[src/rtl/uart_rx_fifo.sv]
// uart_rx_fifo: receive buffer behind the UART receiver.
// Each byte is captured on the receiver's one-cycle rx_done strobe. It is
// stored in a first-word-fall-through FIFO. The host side pops it with rd_en.
// The block also reports the fill level, almost-full, a sticky overrun flag
// and a saturating framing-error count.
//
// Optional feature: define UART_RX_FIFO_ERR_TAG_EN to store the framing-error
// flag with each byte. The flag then appears on rd_err. Without the macro,
// errored frames are dropped on the floor and rd_err is tied 0.
//
// Ports:
//   clk, arst_n        clock, asynchronous active-low reset
//   rx_data/rx_done/rx_err  byte, write strobe, framing error from receiver
//   rd_en              pop request (ignored while empty)
//   clr                synchronous flush of contents and status
//   rd_data/rd_err     head entry (FWFT), valid while rd_valid
//   level/full/afull   fill status
//   overrun            sticky: a byte was dropped because the FIFO was full
//   err_cnt            saturating count of errored frames
module uart_rx_fifo #(
   parameter  int DEPTH     = 16,
   parameter  int AFULL_LVL = 12,
   localparam int AW        = $clog2(DEPTH)
) (
   input  logic          clk,
   input  logic          arst_n,
   input  logic [7:0]    rx_data,
   input  logic          rx_done,
   input  logic          rx_err,
   input  logic          rd_en,
   input  logic          clr,
   output logic [7:0]    rd_data,
   output logic          rd_err,
   output logic          rd_valid,
   output logic [AW:0]   level,
   output logic          full,
   output logic          afull,
   output logic          overrun,
   output logic [7:0]    err_cnt
);

`ifdef UART_RX_FIFO_ERR_TAG_EN
   localparam int EW = 9;
`else
   localparam int EW = 8;
`endif

   logic [EW-1:0] mem [DEPTH];
   logic [AW-1:0] wr_ptr, rd_ptr;
   logic [EW-1:0] entry;
   logic          wr_req, wr_acc, rd_acc;

`ifdef UART_RX_FIFO_ERR_TAG_EN
   // Errored frames are kept and carry their tag.
   assign entry   = {rx_err, rx_data};
   assign wr_req  = rx_done;
   assign rd_err  = mem[rd_ptr][8];
`else
   // Errored frames never enter the FIFO, so they cannot cause an overrun.
   assign entry   = rx_data;
   assign wr_req  = rx_done & ~rx_err;
   assign rd_err  = 1'b0;
`endif

   assign rd_data  = mem[rd_ptr][7:0];
   assign rd_valid = (level != '0);
   assign full     = (level == (AW+1)'(DEPTH));
   assign afull    = (level >= (AW+1)'(AFULL_LVL));

   assign rd_acc = rd_en & rd_valid;
   // A write is accepted when the FIFO is full only if a pop frees a slot
   // on the same edge.
   assign wr_acc = wr_req & (~full | rd_acc);

   always_ff @(posedge clk or negedge arst_n) begin
      if (!arst_n) begin
         wr_ptr  <= '0;
         rd_ptr  <= '0;
         level   <= '0;
         overrun <= 1'b0;
         err_cnt <= '0;
         for (int i = 0; i < DEPTH; i++) mem[i] <= '0;
      end else if (clr) begin
         // Flush wins over any concurrent write/read; memory is left as is.
         wr_ptr  <= '0;
         rd_ptr  <= '0;
         level   <= '0;
         overrun <= 1'b0;
         err_cnt <= '0;
      end else begin
         if (wr_acc) begin
            mem[wr_ptr] <= entry;
            wr_ptr      <= wr_ptr + 1'b1;
         end
         if (rd_acc) rd_ptr <= rd_ptr + 1'b1;
         case ({wr_acc, rd_acc})
            2'b10:   level <= level + 1'b1;
            2'b01:   level <= level - 1'b1;
            default: level <= level;
         endcase
         if (wr_req && !wr_acc) overrun <= 1'b1;
         if (rx_done && rx_err && err_cnt != 8'hFF) err_cnt <= err_cnt + 8'd1;
      end
   end

endmodule

[config.mk]
export PLATFORM = sky130hd
export DESIGN_NAME = uart_rx_fifo
export DESIGN_NICKNAME = d
export VERILOG_FILES = /design/src/rtl/uart_rx_fifo.sv
export SDC_FILE = /design/constraint.sdc
export NUM_CORES = 1
export LEC_CHECK = 0
export CORE_UTILIZATION = 45
export DETAILED_ROUTE_END_ITERATION = 10
export MAX_ROUTING_LAYER = met4
export SLEW_MARGIN = 20
export SYNTH_ARGS = -nofsm -noshare
export SYNTH_HDL_FRONTEND = slang
export SYNTH_SLANG_ARGS = --single-unit
[constraint.sdc]
create_clock -name clk -period 3 [get_ports clk]
set_input_delay 0.6 -clock clk [delete_from_list [all_inputs] [get_ports clk]]
set_output_delay 0.6 -clock clk [all_outputs]
set_load 0.02 [all_outputs]
==> results of run 1 <==
-- cell families after synthesis --
kind of cell               count (synthesis)  synth area share (%)
AOI/OAI and AO/OA                         51                  5.75
xor gates and xnor gates                   8                 0.941
adders and majority gates                 10                  1.78
buffers and inverters                     41                  2.91
DFF                                      150                  50.4
muxes                                    167                  31.3
other                                      1                0.0504
and+or+nand+nor                           84                  6.86
-- synthesized netlist by cell type, drive strengths merged (5+ instances only) --
cell type / instances / area [um^2]
nor3: 7 / 55.1
nor2: 18 / 67.6
a21oi: 10 / 50.1
dfrtp: 150 / 3750
nand2b: 5 / 38.8
xor2: 5 / 43.8
a22oi: 16 / 120
nand3: 5 / 25.0
mux2: 132 / 1580
inv: 7 / 26.3
clkbuf: 17 / 63.8
nand2: 27 / 161
buf: 17 / 126
mux4: 32 / 721
ha: 9 / 113
o21ai: 5 / 36.3
or3: 7 / 43.8
-- report_power, final --
part           internal [mW]  switching [mW]  total, mW
combinational          0.735           0.814       1.55
clock                   1.17           0.802       1.97
sequential              2.18           0.120       2.30
total                   4.08            1.74       5.82
-- metal layers --
metal	vias to the layer above	routed length, um	track usage [%]	share of wire (%)
li1	1984	-	-	-
met1	2312	7610	28.3	49
met2	49	7340	30.6	47
met3	13	353	3.95	2.3
met4	0	197	6.49	1.3
met5	-	0	-	0
-- flip-flops by register name (all words and copies together) (netlist names) --
signal	flops
overrun	1
level	5
wr_ptr	4
err_cnt	8
rd_ptr	4
mem	128
-- layout make-up --
class | instances | area, um^2 | area share (%)
well taps | 216 | 270 | 3.11
clock buffers | 22 | 464 | 5.34
multi-input cells | 321 | 3500 | 40.2
inverters | 7 | 26.3 | 0.302
flip-flops and latches | 150 | 3750 | 43.2
clock inverters | 9 | 78.8 | 0.907
repair buffers | 62 | 602 | 6.92
-- stage by stage --
stage	power, mW	setup WS (ps)	area (um^2)	hold slack (ps)	cells
final	5.82	96.3	8690	161	787
after global routing	6.09	10.8	8690	211	787
after CTS	5.86	89.1	8680	184	787
after detailed placement	3.93	60.1	8140	489	756
after global placement	3.90	117	8140	482	756
after floorplan	3.32	244	7450	304	512
-- path summary, 6_finish.rpt --
check                           startpoint    endpoint  slack [ps]  cells after the start
worst min-delay path                arst_n     mem[95]         160                      1
worst max-delay path             rd_ptr[0]  rd_data[5]         100                      5
max in group asynchronous           arst_n     mem[63]        2040                      2
worst min register to register     mem[79]     mem[79]         500                      1
worst max register to register    level[3]    level[4]         230                      8
min in group clk                   mem[79]     mem[79]         500                      1
-- worst max-delay path: stages, from the launching register on --
cell and delay, ps:
dfrtp_2 400, buf_12 200, mux4_2 560, a22oi_1 250, nand2_1 110, dlygate4sd2_1 340
-- what timing repair did --
item	CTS	global route
hold endpoints to repair	0	0
gates cloned	0	0
gates resized for setup	9	3
setup endpoints to repair	8	2
hold buffers	0	0
==> results_dict.tcl, run 1 <==
set metrics [dict create \
    synth-seq-cells 150 \
    maxCapViolCount 0 \
    synth_edf_count 0 \
    area_delta_synth_final_pct 16.7 \
    place_congestion 0.773 \
    status "completed" \
    tightest_slew_ps 746 \
    finalClockSkew_ps 7.13 \
    first_global_vias 4505 \
    path_class "reg -> out" \
    ioPinCount 40 \
    clkLatencyLatePin_ps 420 \
    peakVddDrop_mv 0.389 \
    cts_tree "done" \
    end_kind "output port" \
    die-area_um2 17100 \
    postRouteWirelength_mm 15.5 \
    rows 46 \
    grt_antenna_before_repair 0 \
    setup_violations 0 \
    root_buffer "clkbuf_16" \
    rsz0062_at_grt "false" \
    start_kind "register" \
    die_w_um 131 \
    avgViaCountPerCell 5.54 \
    grt_max_degree 64 \
    initial_core_util_pct 46.5 \
    ys_warn_count 0 \
    syn_area_um2 7450 \
    cts_htree_levels 4 \
    final_common_cell "dfrtp_1" \
    netlist_instances 512 \
    dpl.hpwl_mm 10.4 \
    cts_buffer_depth 2 \
    yosysSeqAreaShare_pct 50.4 \
    ys_async_sr_fraction_pct 100 \
    core-area_um2 16000 \
    n_fill_cell 1358 \
    maxSlewViolCount 0 \
    vias 4358 \
    port_buffers 38 \
    hold_viol 0 \
    grt_use_total_pct 20.5 \
    drc 0 \
    leakage_nw 4.12 \
    cp.arrival_ps 2300 \
    die_h_um 131 \
    fin_util_pct 54.3 \
    antenna_cells 0 \
    path_clk_slew_ps 60 \
    grt_overflow 0 \
    critPathMaxFanout 19 \
    final_cell_mix "dfrtp_1, mux2_2, mux4_2, clkdlybuf4s50_1, mux2_4" \
    required_ps 2400 \
    postSynthNetCount 536 \
    fmax_mhz 344 \
    drt_iter0_markers 160 \
    ant_nets 0 \
    drtPass1Iterations 4 \
    wl_per_cell_um 19.7 \
    postCtsSetupBuffers 0 \
    fin_nets 583 \
    avgSynthCellArea_um2 14.5 \
    finalSetupTns_ps 0 \
    power_density_nw_per_um2 669 \
    synth_cell_type_count 52 \
    yosys_most_used_dff "dfrtp_1" \
    numClockSinks 150 \
    grt_pass1_wl_mm 25.1 \
    relSlewSlack_pct 50.2 \
    drive_gt1_share_pct 42.2 \
    holdCritPathClass "in -> async" \
    finalCriticalPeriod_ps 2900 \
    numCtsBuffers 17 \
    fin_crit_sh_pct 96.8 \
]
No activity file was read; power rests on OpenSTA's default activity.
==> inputs of run 2 (changes only) <==
- CELL_PAD_IN_SITES_DETAIL_PLACEMENT: default -> 1
- CELL_PAD_IN_SITES_GLOBAL_PLACEMENT: default -> 1
- CORE_UTILIZATION: 45 -> 51
- PLACE_DENSITY_LB_ADDON: default -> 0.1
==> results_dict.tcl, run 2 (synthesis results as in run 1) <==
set metrics [dict create \
    area_delta_synth_final_pct 16.8 \
    ant_nets 0 \
    largest_reg_flops 128 \
    required_ps 2400 \
    slowest_delay_ps 530 \
    fin_util_pct 61.9 \
    drt_iter0_markers 265 \
    grt_max_degree 70 \
    fin_nets 581 \
    vias 4434 \
    root_buffer "clkbuf_16" \
    final_cell_mix "dfrtp_1, mux2_2, mux4_2, clkdlybuf4s50_1, mux2_4" \
    maxSlewViolCount 0 \
    critPathMaxFanout 19 \
    numClockSinks 150 \
    leakage_nw 4.15 \
    grt_pass1_wl_mm 28.4 \
    finalClockSkew_ps 5.53 \
    startpoint "rd_ptr[0]" \
    worstReg2RegStart "level[3]" \
    tightest_slew_ps 798 \
    port_buffers 38 \
    core-area_um2 14000 \
    dpl.hpwl_mm 11.4 \
    place_congestion 0.748 \
    status "completed" \
    cts.hold.buffers_added 0 \
    fin_cells 750 \
    power_density_nw_per_um2 702 \
    power_mw 6.11 \
    peakVddDrop_mv 0.449 \
    wl_per_cell_um 22.8 \
    initial_core_util_pct 53.0 \
    drc 0 \
    cts_buffer_depth 2 \
    fmax_mhz 345 \
    rsz0062_at_grt "false" \
    die_w_um 123 \
    hold_ws_ps 94.1 \
    postRouteWirelength_mm 17.1 \
    finalCriticalPeriod_ps 2900 \
    numCtsBuffers 17 \
    drive_gt1_share_pct 42.8 \
    drtPass1Iterations 5 \
    grt_use_total_pct 26.4 \
    setup_violations 0 \
    avgViaCountPerCell 5.91 \
    grt_overflow 0 \
    cp.arrival_ps 2300 \
    critPathSlowestCell "mux4_2" \
    clkLatencyLatePin_ps 420 \
    fin_crit_sh_pct 96.5 \
    holdCritPathClass "in -> async" \
    finalSetupTns_ps 0 \
    cp_cell_sequence "buf_12 -> mux4_2 -> a22oi_1 -> nand2_1 -> dlygate4sd2_1" \
    top_regs "mem: 128 flops, err_cnt: 8 flops, level: 5 flops" \
    relSlewSlack_pct 46.7 \
    end_kind "output port" \
    antenna_cells 0 \
    path_clk_slew_ps 60 \
    first_global_vias 5036 \
    cts_htree_levels 4 \
    start_kind "register" \
    cts.repair.resized 9 \
    postCtsSetupBuffers 0 \
    die_h_um 123 \
    dp.cells 718 \
    ioPinCount 40 \
    path_class "reg -> out" \
    rows 43 \
    grt_antenna_before_repair 0 \
    cts_tree "done" \
    top_register "mem" \
    maxCapViolCount 0 \
    die-area_um2 15100 \
    hold_viol 0 \
    reg2reg_setup_slack_ps 310 \
    final_common_cell "dfrtp_1" \
]
[run 2: layout make-up]
cell class	count	area, um^2
clock buffer	20	467
clock inverter	12	151
fill	1305	5350
inverter	7	26.3
multi-input combinational	321	3500
sequential	150	3750
tap	180	225
timing repair buffer	60	574
[run 2: final timing paths]
| kind | end | cells after the start |
|---|---|---|
| worst max-delay path | rd_data[2] | 5 |
| worst max register to register | level[4] | 8 |
| max in group asynchronous | mem[43] | 2 |
| worst min-delay path | level[1] | 1 |
| min in group clk | mem[123] | 1 |
| worst min register to register | mem[123] | 1 |
[run 2: stage by stage]
| stage | worst slack [ps] | instance area, um^2 |
|---|---|---|
| 6_report | 105 | 8700 |
| 5_1_grt | 9.75 | 8700 |
| 3_3_place_gp | 95.7 | 8070 |
| 2_1_floorplan | 244 | 7450 |
| 4_1_cts | 70.2 | 8680 |
| 3_5_place_dp | 6.33 | 8070 |
[run 2: routing by layer]
layer	wire, um	track usage, %
met3	392	4.79
met2	8440	41.2
met5	0	-
met4	261	7.77
met1	7990	35.3
[run 2: critical path: cells and delay by family (launching register included)]
kind	cells	cell delay, ps
flip-flops	1	410
AND/OR/NAND/NOR	1	110
AO/OA/AOI/OAI	1	280
buffers and inverters	2	540
multiplexers	1	530
[run 2: report_power, final]
part / leakage [nW] / switching, mW / internal, mW / total (mW)
combinational: 1.80 / 0.846 / 0.742 / 1.59
sequential: 2.05 / 0.127 / 2.18 / 2.30
clock: 0.302 / 0.843 / 1.37 / 2.22
==> edit, RTL diff (config.mk and constraints of run 1) <==
The parameter `DEPTH` goes from 16 to 8.
--- a/src/rtl/uart_rx_fifo.sv
+++ b/src/rtl/uart_rx_fifo.sv
@@ -18,7 +18,7 @@
 //   overrun            sticky: a byte was dropped because the FIFO was full
 //   err_cnt            saturating count of errored frames
 module uart_rx_fifo #(
-   parameter  int DEPTH     = 16,
+   parameter  int DEPTH     = 8,
    parameter  int AFULL_LVL = 12,
    localparam int AW        = $clog2(DEPTH)
 ) (
Ports: changed (resized level); port bits go from 40 to 39. No check against the original RTL was run, so the function may have changed too.
==> edit against run 1 <==
Sequential share of layout area fell by 1.5 points. Critical endpoint unchanged. Cell area fell by 43%. Routed wire length fell by 45%. Combinational power fell by 11%. Worst hold slack improved by 0.038 ns. Fmax rose by 0.68%. Sequential cell count fell by 67. Critical path depth fell by 1. Via count fell by 38%. Worst setup slack improved by 0.020 ns. Largest power group unchanged. Power fell by 36%. Die area fell by 43%. Largest cell class unchanged. Area after synthesis fell by 44%. Sequential power fell by 38%.
==> edit: results <==
export IMPL_clkSlewWorstSetupHoldPaths_ns=0.09
export IMPL_largest_registers="mem (64), err_cnt (8), level (4)"
export IMPL_crit_reg2reg_capture="level[3]$_DFFE_PN0P_"
export IMPL_maxCapViolations=0
export IMPL_routed_wl_met2_um=4030
export IMPL_synthXorXnorAreaFrac=0.0146
export IMPL_synth_adder_area_share=0.0197
export IMPL_drt_first_pass_iters=6
export IMPL_synth_compound_gate_area_share=0.0439
export IMPL_layout_drive_gt1_share=0.346
export IMPL_final_nets=382
export IMPL_grt_use_total=0.203
export IMPL_synth_nets=334
export IMPL_route_top_layer_used="met4"
export IMPL_maxSlewHeadroom=0.622
export IMPL_synthMuxAreaShare=0.297
export IMPL_critical_path_max_stage_delay_ns=0.54
export IMPL_holdWs_ns=0.199
export IMPL_worstHoldPathType="primary input to asynchronous set/reset pin"
export IMPL_grt_met3_usage=0.0397
export IMPL_first_global_vias=2726
export IMPL_synth_flop_cell="sky130_fd_sc_hd__dfrtp_1"
export IMPL_cp_delay_by_family_top="multiplexers"
export IMPL_antenna_diode_count=0
export IMPL_htree_num_levels=3
export IMPL_worst_clock_skew_ns=0.0126
export IMPL_worst_r2r_cell_count=7
export IMPL_numCtsBuffers=9
export IMPL_grt_max_degree=48
export IMPL_reg2reg_setup_slack_ns=0.52
export IMPL_routed_wl_um=8580
export IMPL_netlist_cell_types=48
export IMPL_synth_cells_most_frequent="sky130_fd_sc_hd__dfrtp_1 (83), sky130_fd_sc_hd__mux2_2 (64), sky130_fd_sc_hd__nor2_1 (20)"
export IMPL_synth_async_reset_ratio=1.00
export IMPL_critical_path_peak_fanout=18
export IMPL_use_met1=0.289
export IMPL_place_port_buffers=37
export IMPL_synth_seq_area_share=0.496
export IMPL_vias_per_cell=5.67
export IMPL_detailed_place_hpwl_um=5640
export IMPL_run_status="completed"
export IMPL_timing_critical_path_arrival_ns=2.28
export IMPL_clockBufferDepth=2
export IMPL_globalplace_congestion=0.887
export IMPL_grt_use_met2=0.301
export IMPL_detail_route_wirelength_met1_um=4310
export IMPL_first_iter_violations=63
export IMPL_static_leakage_power_nw=2.29
export IMPL_crit_path_max_delay_cell_type="sky130_fd_sc_hd__clkdlybuf4s50_1"
export IMPL_worst_skew_pair_late_latency_ns=0.35
export IMPL_wl_met3_um=211
export IMPL_vdd_drop_max_uv=377
export IMPL_cts_root_buf="sky130_fd_sc_hd__clkbuf_8"
export IMPL_postCtsResizedCells=0
export IMPL_grt_first_pass_wirelength_um=14500
export IMPL_startpoint_of_the_worst_register_to_register_path="level[1]$_DFFE_PN0P_"
export IMPL_yosys_top_cells_area="sky130_fd_sc_hd__dfrtp_1 (50%), sky130_fd_sc_hd__mux2_2 (17%), sky130_fd_sc_hd__mux4_2 (8.6%), sky130_fd_sc_hd__mux2_4 (2.9%), sky130_fd_sc_hd__nor2_1 (1.8%)"
[edit: power by group]
group,switching (mW),internal [mW]
Sequential,0.143,1.27
Combinational,0.636,0.739
Clock,0.413,0.495
[edit: area by class of cell]
| cell class | count | area, um2 |
|---|---|---|
| fill | 768 | 3870 |
| sequential | 83 | 2080 |
| multi-input combinational | 206 | 1990 |
| timing repair buffer | 55 | 528 |
| clock buffer | 11 | 141 |
| tap | 108 | 135 |
| clock inverter | 5 | 83.8 |
| inverter | 7 | 26.3 |
[edit: kinds of logic (layout without fill, tap and decap cells)]
family,count (synthesis),count (layout)
flip-flops,83,83
XOR/XNOR,7,7
AND/OR/NAND/NOR,73,73
other,1,1
buffers and inverters,25,78
adder cells (fa/ha/maj),6,6
AO/OA/AOI/OAI,27,27
multiplexers,92,92
[edit: worst max-delay path by stage]
stage                                      from                    to  slack, ns  cells past startpoint
after global routing      rd_ptr[0]$_DFFE_PN0P_            rd_data[6]       0.03                      4
after detailed placement                 rx_err  level[3]$_DFFE_PN0P_       0.17                      8
after global placement                   rx_err  level[3]$_DFFE_PN0P_       0.23                      8
after CTS                 rd_ptr[0]$_DFFE_PN0P_            rd_data[5]       0.06                      4
final                     rd_ptr[0]$_DFFE_PN0P_            rd_data[5]       0.12                      4
after floorplan            level[3]$_DFFE_PN0P_  level[3]$_DFFE_PN0P_       0.16                      8
[edit: stage by stage]
stage	cell area, um2	cells	utilization	setup slack, ns	total power, mW
6_report	4980	475	0.563	0.116	3.70
2_1_floorplan	4190	314	-	0.158	2.32
5_1_grt	4980	475	0.563	0.0267	3.93
3_5_place_dp	4750	459	0.537	0.172	2.83
4_1_cts	4980	475	0.563	0.0636	3.75
3_3_place_gp	4750	459	0.537	0.235	2.82
